`src/rtl/axil_csr_responder.sv`:
```
// AXI4-Lite slave terminating single-outstanding write/read channels onto a bank
// of 32-bit RW registers plus one read-only status word at the top index.
module axil_csr_responder #(
  parameter int DATA_WIDTH = 32,
  parameter int ADDR_WIDTH = 7,
  parameter int NUM_REGS   = 16
) (
  input  logic                               ACLK,
  input  logic                               ARESET_N,
  input  logic [ADDR_WIDTH-1:0]              AWADDR,
  input  logic                               AWVALID,
  output logic                               AWREADY,
  input  logic [DATA_WIDTH-1:0]              WDATA,
  input  logic [DATA_WIDTH/8-1:0]            WSTRB,
  input  logic                               WVALID,
  output logic                               WREADY,
  output logic [1:0]                         BRESP,
  output logic                               BVALID,
  input  logic                               BREADY,
  input  logic [ADDR_WIDTH-1:0]              ARADDR,
  input  logic                               ARVALID,
  output logic                               ARREADY,
  output logic [DATA_WIDTH-1:0]              RDATA,
  output logic [1:0]                         RRESP,
  output logic                               RVALID,
  input  logic                               RREADY,
  input  logic [DATA_WIDTH-1:0]              status_in,
  output logic [DATA_WIDTH*(NUM_REGS-1)-1:0] reg_q
);

  localparam int IDX_W = ADDR_WIDTH - 2;
  localparam int NB    = DATA_WIDTH / 8;
  localparam logic [1:0] RESP_OKAY   = 2'b00;
  localparam logic [1:0] RESP_SLVERR = 2'b10;
  // One extra bit so the compare stays correct when NUM_REGS fills the index space.
  localparam logic [IDX_W:0] STATUS_IDX = (IDX_W+1)'(NUM_REGS - 1);

  logic                  aw_full_q, aw_full_d;
  logic [IDX_W-1:0]      aw_idx_q, aw_idx_d;
  logic                  w_full_q, w_full_d;
  logic [DATA_WIDTH-1:0] w_data_q, w_data_d;
  logic [NB-1:0]         w_strb_q, w_strb_d;
  logic                  bvalid_q, bvalid_d;
  logic [1:0]            bresp_q, bresp_d;
  logic                  rvalid_q, rvalid_d;
  logic [1:0]            rresp_q, rresp_d;
  logic [DATA_WIDTH-1:0] rdata_q, rdata_d;
  logic [DATA_WIDTH-1:0] regs_q [NUM_REGS-1];

  logic                  aw_hs, w_hs, ar_hs, commit, wr_is_rw;
  logic [IDX_W-1:0]      wr_idx, rd_idx;
  logic [DATA_WIDTH-1:0] wr_data, rd_word;
  logic [NB-1:0]         wr_strb;
  logic [1:0]            rd_resp;
  logic                  unused_addr_lsbs;

  assign unused_addr_lsbs = ^{AWADDR[1:0], ARADDR[1:0]};

  assign AWREADY = !aw_full_q && !bvalid_q;
  assign WREADY  = !w_full_q && !bvalid_q;
  assign ARREADY = !rvalid_q;
  assign BVALID  = bvalid_q;
  assign BRESP   = bresp_q;
  assign RVALID  = rvalid_q;
  assign RRESP   = rresp_q;
  assign RDATA   = rdata_q;

  assign aw_hs = AWVALID && AWREADY;
  assign w_hs  = WVALID && WREADY;
  assign ar_hs = ARVALID && ARREADY;

  // A beat arriving this cycle joins with a held partner without a latch round-trip.
  assign wr_idx   = aw_full_q ? aw_idx_q : AWADDR[ADDR_WIDTH-1:2];
  assign wr_data  = w_full_q ? w_data_q : WDATA;
  assign wr_strb  = w_full_q ? w_strb_q : WSTRB;
  assign commit   = (aw_full_q || aw_hs) && (w_full_q || w_hs) && !bvalid_q;
  assign wr_is_rw = {1'b0, wr_idx} < STATUS_IDX;
  assign rd_idx   = ARADDR[ADDR_WIDTH-1:2];

  always_comb begin
    rd_word = '0;
    rd_resp = RESP_SLVERR;
    if ({1'b0, rd_idx} < STATUS_IDX) begin
      rd_resp = RESP_OKAY;
      for (int i = 0; i < NUM_REGS - 1; i++) begin
        if (rd_idx == IDX_W'(i)) rd_word = regs_q[i];
      end
    end else if ({1'b0, rd_idx} == STATUS_IDX) begin
      rd_resp = RESP_OKAY;
      rd_word = status_in;
    end
  end

  always_comb begin
    aw_full_d = aw_full_q;
    aw_idx_d  = aw_idx_q;
    w_full_d  = w_full_q;
    w_data_d  = w_data_q;
    w_strb_d  = w_strb_q;
    bvalid_d  = bvalid_q;
    bresp_d   = bresp_q;
    rvalid_d  = rvalid_q;
    rresp_d   = rresp_q;
    rdata_d   = rdata_q;

    if (commit) begin
      aw_full_d = 1'b0;
      w_full_d  = 1'b0;
      bvalid_d  = 1'b1;
      bresp_d   = wr_is_rw ? RESP_OKAY : RESP_SLVERR;
    end else begin
      if (aw_hs) begin
        aw_full_d = 1'b1;
        aw_idx_d  = AWADDR[ADDR_WIDTH-1:2];
      end
      if (w_hs) begin
        w_full_d = 1'b1;
        w_data_d = WDATA;
        w_strb_d = WSTRB;
      end
    end
    if (bvalid_q && BREADY) begin
      bvalid_d = 1'b0;
      bresp_d  = RESP_OKAY;
    end

    if (ar_hs) begin
      rvalid_d = 1'b1;
      rresp_d  = rd_resp;
      rdata_d  = rd_word;
    end else if (rvalid_q && RREADY) begin
      rvalid_d = 1'b0;
    end
  end

  always_ff @(posedge ACLK or negedge ARESET_N) begin
    if (!ARESET_N) begin
      aw_full_q <= 1'b0;
      aw_idx_q  <= '0;
      w_full_q  <= 1'b0;
      w_data_q  <= '0;
      w_strb_q  <= '0;
      bvalid_q  <= 1'b0;
      bresp_q   <= RESP_OKAY;
      rvalid_q  <= 1'b0;
      rresp_q   <= RESP_OKAY;
      rdata_q   <= '0;
    end else begin
      aw_full_q <= aw_full_d;
      aw_idx_q  <= aw_idx_d;
      w_full_q  <= w_full_d;
      w_data_q  <= w_data_d;
      w_strb_q  <= w_strb_d;
      bvalid_q  <= bvalid_d;
      bresp_q   <= bresp_d;
      rvalid_q  <= rvalid_d;
      rresp_q   <= rresp_d;
      rdata_q   <= rdata_d;
    end
  end

  always_ff @(posedge ACLK or negedge ARESET_N) begin
    if (!ARESET_N) begin
      for (int i = 0; i < NUM_REGS - 1; i++) regs_q[i] <= '0;
    end else if (commit && wr_is_rw) begin
      for (int i = 0; i < NUM_REGS - 1; i++) begin
        for (int b = 0; b < NB; b++) begin
          if (wr_idx == IDX_W'(i) && wr_strb[b]) regs_q[i][8*b +: 8] <= wr_data[8*b +: 8];
        end
      end
    end
  end

  for (genvar g = 0; g < NUM_REGS - 1; g++) begin : g_flat
    assign reg_q[DATA_WIDTH*g +: DATA_WIDTH] = regs_q[g];
  end

endmodule
```
`config.mk`:
```
export PLATFORM = sky130hd
export DESIGN_NAME = axil_csr_responder
export DESIGN_NICKNAME = d
export VERILOG_FILES = /design/src/rtl/axil_csr_responder.sv
export SDC_FILE = /design/constraint.sdc
export NUM_CORES = 1
export LEC_CHECK = 0
export CELL_PAD_IN_SITES_DETAIL_PLACEMENT = 0
export CELL_PAD_IN_SITES_GLOBAL_PLACEMENT = 1
export CORE_ASPECT_RATIO = 1.1
export CORE_MARGIN = 4
export CORE_UTILIZATION = 37
export CTS_CLUSTER_DIAMETER = 30
export DETAILED_ROUTE_END_ITERATION = 10
export GPL_TIMING_DRIVEN = 0
export MAX_ROUTING_LAYER = met4
export PLACE_DENSITY = 0.87
export SLEW_MARGIN = 20
export SYNTH_ARGS = -nofsm -noshare
export SYNTH_HDL_FRONTEND = slang
export SYNTH_SLANG_ARGS = --single-unit
```
`constraint.sdc`:
```
create_clock -name ACLK -period 2.25 [get_ports ACLK]
set_input_delay 0.225 -clock ACLK [delete_from_list [all_inputs] [get_ports ACLK]]
set_output_delay 0.225 -clock ACLK [all_outputs]
set_load 0.01 [all_outputs]
```
Yosys cells after proc, flatten, opt, wreduce, memory -nomap -nowiden. Index checks and enable logic that the tools add are counted.

Memories kept: 0. Memory bits (writable): 0. Latch bits: 0. Word-level logic and storage cells: 279. ROM bits: 0. Input port bits: 89. Flip-flop bits (word level): 561. Output and inout port bits: 521.

Eq/ne operators: 29. Multiplexer cells: 33. $add $sub $neg: 0. $lt $le $gt $ge: 2. Bitwise logic cells: 1. Div/mod/pow operators: 0. Multipliers: 0. Shifts and indexed selects: 0. Reductions and logical operators: 144.

Operators by type and width (count): $mux W32 (18); $reduce_and A2 Y1 (62); $eq A5 B4 Y1 const B (15); $logic_and A1 B1 Y1 (70); $eq A5 B3 Y1 const B (8); $eq A5 B2 Y1 const B (4); $eq A5 B1 Y1 const B (2); $logic_not A5 Y1 (2); $lt A5 B4 Y1 const B (2); $mux W2 (5); $mux W1 (8); $reduce_bool A2 Y1 (4); $mux W5 (1); $logic_not A1 Y1 (4); $mux W4 (1); $logic_or A1 B1 Y1 (2); $not A1 Y1 (1).

Depth between registers and ports, before layout. Gate-level depths: netlist (run 1).

Depth in word-level cells: 17. Mapped depth: 9.

Worst setup path before layout (run 1). No wires, ideal clock.

Path kind: reg-to-reg. Start: reg bvalid_q, in the netlist BVALID. End: reg regs_q (netlist bit reg_q[216]). Setup slack: 0.080 ns. Cell stages (with the launch flop): 8. Arrival: 2.045 ns. Required time: 2.125 ns. Period minus slack after synthesis: 2.170 ns. Path buffers: 2. Cell sequence: dfrtp_1 o21ba_2 o211ai_1 or3_1 buf_6 buf_12 nor2_8 mux2_4.

Word-level cells in the longest chain between the ends: 8. Elaborated cells between the ends (all ways): 11. Those cells by class: reduce/logical: 11.

Ends and longest elaborated chain: from (decl) (RTL line 43) `logic bvalid_q, bvalid_d;`; from (signal assigned) (RTL line 154) `bvalid_q <= bvalid_d;`; $logic_not A1 Y1 (*) (RTL line 59, 60, 76); $logic_and A1 B1 Y1 (on tied branches) (RTL line 59, 60); $logic_and A1 B1 Y1 (on tied branches) (RTL line 68, 69); $logic_or A1 B1 Y1 (RTL line 76) `assign commit = (aw_full_q || aw_hs) && (w_full_q || w_hs) && !bvalid_q;`; $logic_and A1 B1 Y1 (RTL line 76); $logic_and A1 B1 Y1 (*) (RTL line 76); $logic_and A1 B1 Y1 (*) (RTL line 165) `end else if (commit && wr_is_rw) begin`; $reduce_and A2 Y1 (no source line) (*); to (signal, indexed assignment) (RTL line 168) `if (wr_idx == IDX_W'(i) && wr_strb[b]) regs_q[i][8*b +: 8] <= wr_data[8*b +: 8];`; to (decl) (RTL line 48) `logic [DATA_WIDTH-1:0] regs_q [NUM_REGS-1];`.

Every way passes the cells marked *; elsewhere a longest branch is shown, timed or not. A chain may end at the register's enable or synchronous reset.

Worst setup path after layout (run 1).
Start: reg aw_full_q. End: reg regs_q (netlist bit reg_q[113]).

Word-level cells in the longest chain between the ends: 8. Elaborated cells between the ends (all ways): 12. Those cells by class: order compare: 1; eq/ne: 1; mux: 1; reduce/logical: 9.

Ends and longest elaborated chain: from (decl) (RTL line 38) `logic aw_full_q, aw_full_d;`; from (signal assigned) (RTL line 149) `aw_full_q <= aw_full_d;`; parallel branches: the longest is 7 deep, another holds $lt A5 B4 Y1; $reduce_and A2 Y1 (no source line) (*).

Every way passes the cells marked *.

==> flow_summary.yaml, run 1 <==
logic_synthesis:
  syn_avg_cell_area_um2: 12.6
  postSynth.asyncResetShare_pct: 100
  synth_edf_count: 0
  synth_top_area_cell: "dfrtp_1"
  synthTopCellsByArea: "dfrtp_1 50%, mux2_2 18%, mux2_4 4.3%"
  yosysSeqAreaShare_pct: 50.1
  synthCells: 2224
  ys_ff_latch: 559
  yosysWarnings: 0
  yosys.area.top_type_share_pct: 50.1
  synth_area_um2: 27900
  synth.distinct_cells: 79
  synth_ff_type: "dfrtp_1"
worst_setup_path:
  crit_slowest_cell: "or3b_1"
  cp_data_required_time_ps: 2790
  cp-start-kind: "flop"
  reg2reg_from: "aw_full_q"
  worst-path-max-fanout: 8
  setup.worst_path.end_class: "flop"
  critPathKind: "flop to flop"
  cp.depth: 7
  critical_path_arrival_ps: 2970
  crit_chain: "buf_2 -> or3b_1 -> a21o_4 -> nand2b_1 -> buf_6 -> nor2_8 -> mux2_2"
  max_stage_delay_ps: 470
  reg2reg_setup_slack_ps: -180
  r2r_end: "reg_q[113]"
  crit_buf_inv: 2
  critPathTopFamily: "simple AND/OR/NAND/NOR gates"
  rr_worst_depth: 7
timing:
  finalCriticalPeriod_ps: 2430
  clock.fmax_ghz: 0.411
  rsz0062_at_grt: "true"
  final_max_slew_viol_count: 0
  setup_viol_count_final: 408
  finClkSkew_ps: 26.8
  setup_slack_ps: -182
  finalSetupTns_ps: -34270
  slew_headroom_pct: 33.5
  worstMarginPinSlew_ps: 993
  hold_violations: 0
  min_period_over_period_pct: 108
clock_network:
  ctsHtreeMaxLevel: 3
  cts_tree: "done"
  cts_made_buffers: 115
  clk_pin_slew_ps: 50
  clock-sinks: 559
  worstSkewPairLatency_ps: 680
  cts_buffer_depth: 3
  root_buffer: "clkbuf_16"
routing:
  drt-wirelength-per-cell_um: 35.2
  first_pass_iters: 9
  routed-via-count: 25134
  vias_per_cell: 6.16
  drc: 0
  detail-route-antenna-nets: 0
  drtIter0Drc: 3037
  wl_um: 144000
die:
  io_pins: 610
  die_w_um: 270
  row_count: 105
  die_h_um: 296
  fp.coreArea_um2: 74800
  start_util_pct: 37.4
  dieArea_um2: 80000
outcome:
  outcome: "finished, violations left"
  violations: "negative setup slack"
place:
  dp_hpwl_um: 109000
  globalplace.congestion: 0.995
  placed_cells: 3798
  portBuffers: 603
global_routing:
  grt_pass1_vias: 24368
  grt-ovfl-total: 0
  antenna_found_initial: 6
  groute.usage.overall_pct: 35.0
  grt_pass1_wl_um: 194000
  grt_max_degree: 96
worst_hold_path:
  hold_depth: 2
  hold_end: "RVALID"
  hold_class: "input pin to flop"
  min_from: "RREADY"
pwr:
  vdd_ir_drop_max_v: 0.000712
  p_leak_nw: 19.1
  power_per_cell_area_nw_per_um2: 1280
flow_run:
  cap_violations: 0
layout:
  regArea_um2: 14000
  n_fill_cell: 6045
  drive_above_1_share_pct: 35.5
  final_cell_mix: "599 x clkdlybuf4s50_1, 559 x dfrtp_1, 269 x mux2_2, 261 x mux2_4, 119 x clkbuf_16"
  multi_input_area_um2: 14300
  stdcell_count: 4080
  layout_commonest_cell: "clkdlybuf4s50_1"
  areaGrowthSynthToFinish_pct: 50.4
  final_nets: 3098
==> sequential cells by signal (all words and copies together), names as in the netlist <==
| name | cells |
|---|---|
| w_full_q | 1 |
| aw_idx_q | 5 |
| RVALID | 1 |
| w_data_q | 32 |
| aw_full_q | 1 |
| RDATA | 32 |
| RRESP | 1 |
| w_strb_q | 4 |
| BVALID | 1 |
| BRESP | 1 |
| reg_q | 480 |
==> cell usage after synthesis, types with 5 or more instances <==
| library cell | n |
|---|---|
| a211oi_1 | 7 |
| a21oi_1 | 93 |
| a221o_1 | 27 |
| a221oi_1 | 5 |
| a222oi_1 | 5 |
| a22oi_1 | 17 |
| a2bb2oi_1 | 16 |
| a31oi_1 | 22 |
| a32o_1 | 5 |
| a32oi_1 | 24 |
| and3_1 | 19 |
| and4b_1 | 5 |
| buf_2 | 63 |
| buf_6 | 6 |
| clkbuf_1 | 98 |
| dfrtp_1 | 559 |
| inv_1 | 10 |
| mux2_1 | 42 |
| mux2_2 | 435 |
| mux2_4 | 80 |
| mux2i_1 | 17 |
| nand2_1 | 59 |
| nand2_2 | 7 |
| nand2b_1 | 31 |
| nand3_1 | 112 |
| nand3b_1 | 10 |
| nand4_1 | 11 |
| nor2_1 | 47 |
| nor2_4 | 5 |
| nor2_8 | 40 |
| nor2b_1 | 31 |
| nor3_1 | 25 |
| nor3b_1 | 10 |
| nor4_1 | 6 |
| o211ai_1 | 20 |
| o21a_1 | 10 |
| o21ai_0 | 61 |
| o221ai_1 | 28 |
| o22a_1 | 8 |
| o22ai_1 | 26 |
| o2bb2ai_1 | 21 |
| o31ai_1 | 15 |
| or2_2 | 5 |
| or3_1 | 8 |
==> logic make-up (layout without fill, tap and decap cells) <==
| family | count (synthesis) | count (layout) | share of synthesized area [%] |
|---|---|---|---|
| flip-flops | 559 | 559 | 50.1 |
| other | 1 | 9 | 0.0134 |
| AO/OA/AOI/OAI | 448 | 448 | 11.5 |
| AND/OR/NAND/NOR | 455 | 455 | 11.1 |
| multiplexers | 574 | 574 | 24.1 |
| buffers and inverters | 187 | 1072 | 3.22 |
==> metal layers <==
metal	share of wire, %	GRT usage, %	vias to the layer above
li1	-	-	10025
met1	37	40.9	12942
met2	45	53.5	1717
met3	10	11.3	450
met4	7.5	20.2	0
met5	0	-	-
==> how the worst max path moves through the flow <==
| stage | start | endpoint |
|---|---|---|
| 3_3_place_gp | ARESET_N | reg_q[320] |
| 5_1_grt | aw_full_q | reg_q[173] |
| 6_report | aw_full_q | reg_q[113] |
| 4_1_cts | aw_full_q | reg_q[401] |
| 3_5_place_dp | ARVALID | RDATA[4] |
| 2_1_floorplan | BVALID | reg_q[216] |
==> area by class of cell <==
cell class	instances	share of cell area, %
multi-input cells	1479	34.1
clock inverters	82	2.49
flip-flops and latches	559	33.3
well taps	963	2.87
clock buffers	136	7.45
repair buffers	675	16.8
inverters	10	0.0983
diodes	7	0.0417
plain buffers	169	2.79
==> power breakdown <==
part           total, mW  internal [mW]  leakage (nW)  switching [mW]
Clock               18.2           12.1          1.98            6.04
Combinational       19.1           9.90          9.54            9.16
Sequential          16.7           13.3          7.60            3.38
==> through the flow <==
step / power [mW] / setup WS, ps / cell area (um^2) / util [%] / hold WS [ps]
final: 53.9 / -182 / 42000 / 56.2 / 116
after global routing: 55.4 / -204 / 42000 / 56.2 / 136
after CTS: 52.4 / -111 / 40600 / 54.3 / 101
after detailed placement: 33.8 / -1770 / 35400 / 47.3 / 297
after global placement: 33.5 / -24490 / 35200 / 47.1 / 480
after floorplan: 23.0 / 79.6 / 27900 / - / -70.6
==> timing repair <==
item / 4_1_cts / 5_1_grt
setup endpoints to repair: 546 / 521
gates resized for setup: 197 / 305
cloned: 1 / 4
hold endpoints to repair: 84 / 0
hold buffers: 1 / 0
pin swaps: 49 / 33
setup buffers: 33 / 26
No activity file was read; power rests on OpenSTA's default activity.
==> run 2: changes to the inputs <==
Settings changed: ABC_AREA from default to 1, CORE_UTILIZATION 37 to 33, CTS_CLUSTER_SIZE from default to 20, REMOVE_ABC_BUFFERS from default to 1.
==> run 2 against run 1 <==
  * The flow still finishes with violations (negative setup slack)
  * Utilization shrank 2.5 points
  * Power shrank 4.9%
  * Worst hold slack gained 2.1 ps
  * Largest cell class is now flip-flops and latches
==> flow_summary.yaml, run 2 <==
outcome:
  outcome: "finished, violations left"
  violations: "negative setup slack"
timing:
  setup_slack_ps: -222
  setup_viol_count_final: 413
  clock.fmax_ghz: 0.405
  finClkSkew_ps: 34.8
  hold_violations: 0
  min_period_over_period_pct: 110
  final_max_slew_viol_count: 0
  finalCriticalPeriod_ps: 2470
  finalSetupTns_ps: -35640
  slew_headroom_pct: 40.0
  worstMarginPinSlew_ps: 899
  rsz0062_at_grt: "true"
  whs_ps: 118
clock_network:
  worstSkewPairLatency_ps: 680
  root_buffer: "clkbuf_16"
  cts_buffer_depth: 3
  cts_made_buffers: 119
  ctsHtreeMaxLevel: 3
  cts_tree: "done"
  clock-sinks: 559
  clk_pin_slew_ps: 50
worst_setup_path:
  cp_data_required_time_ps: 2830
  critPathTopFamily: "buffers and inverters"
  rr_worst_depth: 15
  r2r_end: "reg_q[286]"
  crit_slowest_cell: "dfrtp_2"
  reg2reg_from: "aw_full_q"
  setup.worst_path.end_class: "flop"
  worst-path-max-fanout: 8
  max_stage_delay_ps: 420
  crit_chain: "inv_4 -> or2_1 -> o21ai_2 -> nor2_2 -> a211oi_2 -> inv_2 -> buf_12 -> nor2_4 -> inv_8 -> buf_6 -> nor3_4 -> buf_6 -> buf_12 -> nor2_4 -> a21oi_2"
  critPathKind: "flop to flop"
  critical_path_arrival_ps: 3050
  cp-start-kind: "flop"
  crit_buf_inv: 7
  reg2reg_setup_slack_ps: -220
routing:
  drtIter0Drc: 2481
  vias_per_cell: 5.27
  wl_um: 125000
  drt-wirelength-per-cell_um: 25.0
  detail-route-antenna-nets: 0
  first_pass_iters: 6
  drc: 0
  routed-via-count: 26291
layout:
  stdcell_count: 4989
  drive_above_1_share_pct: 19.4
  areaGrowthSynthToFinish_pct: 61.7
  design_area_um2: 40800
  final_cell_mix: "712 x nand2_1, 595 x clkdlybuf4s50_1, 557 x dfrtp_1, 294 x nor2_1, 290 x o21ai_0"
  largest_reg_flops: 480
  final_nets: 3944
  final_util_pct: 53.7
  layout_commonest_cell: "nand2_1"
pwr:
  pwr-share-seq_pct: 31.3
  swShare_pct: 35.6
  p_leak_nw: 17.6
  p_clk_share_pct: 34.8
  vdd_ir_drop_max_v: 0.000768
  p_int_mw: 33.0
  switchingPower_mw: 18.3
  finalPower_mw: 51.3
  power_per_cell_area_nw_per_um2: 1260
  comb_power_share_pct: 33.9
logic_synthesis:
  postSynth.asyncResetShare_pct: 100
  yosysWarnings: 0
  synthAdderAreaFrac_pct: 0
  synth_top_family_by_area: "simple AND/OR/NAND/NOR gates"
  synth_most_common_cell: "nand2_1"
  synth.distinct_cells: 26
  synth_top_area_cell: "dfrtp_1"
  synth_common_cells: "822 x nand2_1, 559 x dfrtp_1, 382 x nor2_1"
  synthCells: 3111
  synth_simple_gate_area_share_pct: 24.9
  ys_ff_latch: 559
  yosys.area.top_type_share_pct: 55.5
  synth_ff_type: "dfrtp_1"
  synth_edf_count: 0
  synthMuxAreaShare_pct: 0.223
  synthTopCellsByArea: "dfrtp_1 56%, nand2_1 12%, o21ai_0 7.5%"
  syn_avg_cell_area_um2: 8.10
  synth_xor_area_share_pct: 0
  synth_compound_area_share_pct: 12.8
  synth_area_um2: 25200
  yosysSeqAreaShare_pct: 55.5
place:
  globalplace.congestion: 0.861
  placed_area_um2: 32800
  pre_cts_ws_ps: -1940
  placed_cells: 4595
  portBuffers: 603
  dp_hpwl_um: 81300
global_routing:
  grt_pass1_wl_um: 172000
  groute.usage.overall_pct: 29.4
  grt_pass1_vias: 24912
  antenna_found_initial: 7
  grt-ovfl-total: 0
  grt_max_degree: 97
die:
  die_h_um: 298
  row_count: 106
  io_pins: 610
  dieArea_um2: 80800
  fp.coreArea_um2: 75900
  start_util_pct: 33.2
  die_w_um: 271
flow_run:
  cap_violations: 0
worst_hold_path:
  hold_class: "input pin to asynchronous set/reset pin"
-- run 2: worst register-to-register path: cells and delay by family, from the launching register on --
family	cells	cell delay, ps
AND/OR/NAND/NOR	5	680
flip-flops	1	420
AO/OA/AOI/OAI	3	500
buffers and inverters	7	790
-- run 2: what timing repair did --
item	4_1_cts	5_1_grt
hold endpoints to repair	123	0
endpoints found under the setup margin	550	504
hold buffers	1	0
gates cloned	8	19
gates resized for setup	216	356
buffers inserted	118	29
pin swaps	49	50
-- run 2: logic make-up (layout without fill, tap and decap cells) --
group           Yosys count  count (layout)
compound gates          644             644
buf+inv                 420            1252
flops                   559             559
mux                       5               5
other cells               1               8
simple gates           1482            1495
-- run 2: layout make-up --
type                            count  area (um^2)
Inverter                          238          955
Clock buffer                      158         3380
Multi-Input combinational cell   2146        11400
Clock inverter                     65          796
Sequential cell                   559        14000
Fill cell                        6794        35100
Tap cell                         1026         1280
Timing Repair Buffer              791         8940
Antenna cell                        6         15.0
-- run 2: worst max path at each step --
stage,from,endpoint,depth (start not counted)
6_report,aw_full_q,reg_q[286],15
2_1_floorplan,ARADDR[5],RDATA[18],15
3_5_place_dp,ARADDR[2],RDATA[29],14
4_1_cts,aw_full_q,reg_q[286],14
5_1_grt,aw_full_q,reg_q[286],15
3_3_place_gp,ARESET_N,RDATA[1],1
-- run 2: layer usage --
layer / part of all wire (%) / GRT usage (%) / vias up
met5: 0 / - / -
met4: 4.4 / 12.1 / 0
met3: 7.5 / 4.95 / 282
met2: 48 / 47.1 / 1416
met1: 40 / 37.2 / 12899
li1: - / - / 11694
-- run 2: power groups by stage --
stage | combinational, mW | sequential [mW] | clock (mW)
6_report | 17.4 | 16.0 | 17.8
5_1_grt | 18.5 | 16.4 | 18.5
4_1_cts | 16.1 | 15.8 | 18.0
3_5_place_dp | 14.6 | 16.0 | 0
3_3_place_gp | 14.0 | 16.1 | 0
2_1_floorplan | 4.38 | 16.7 | 0
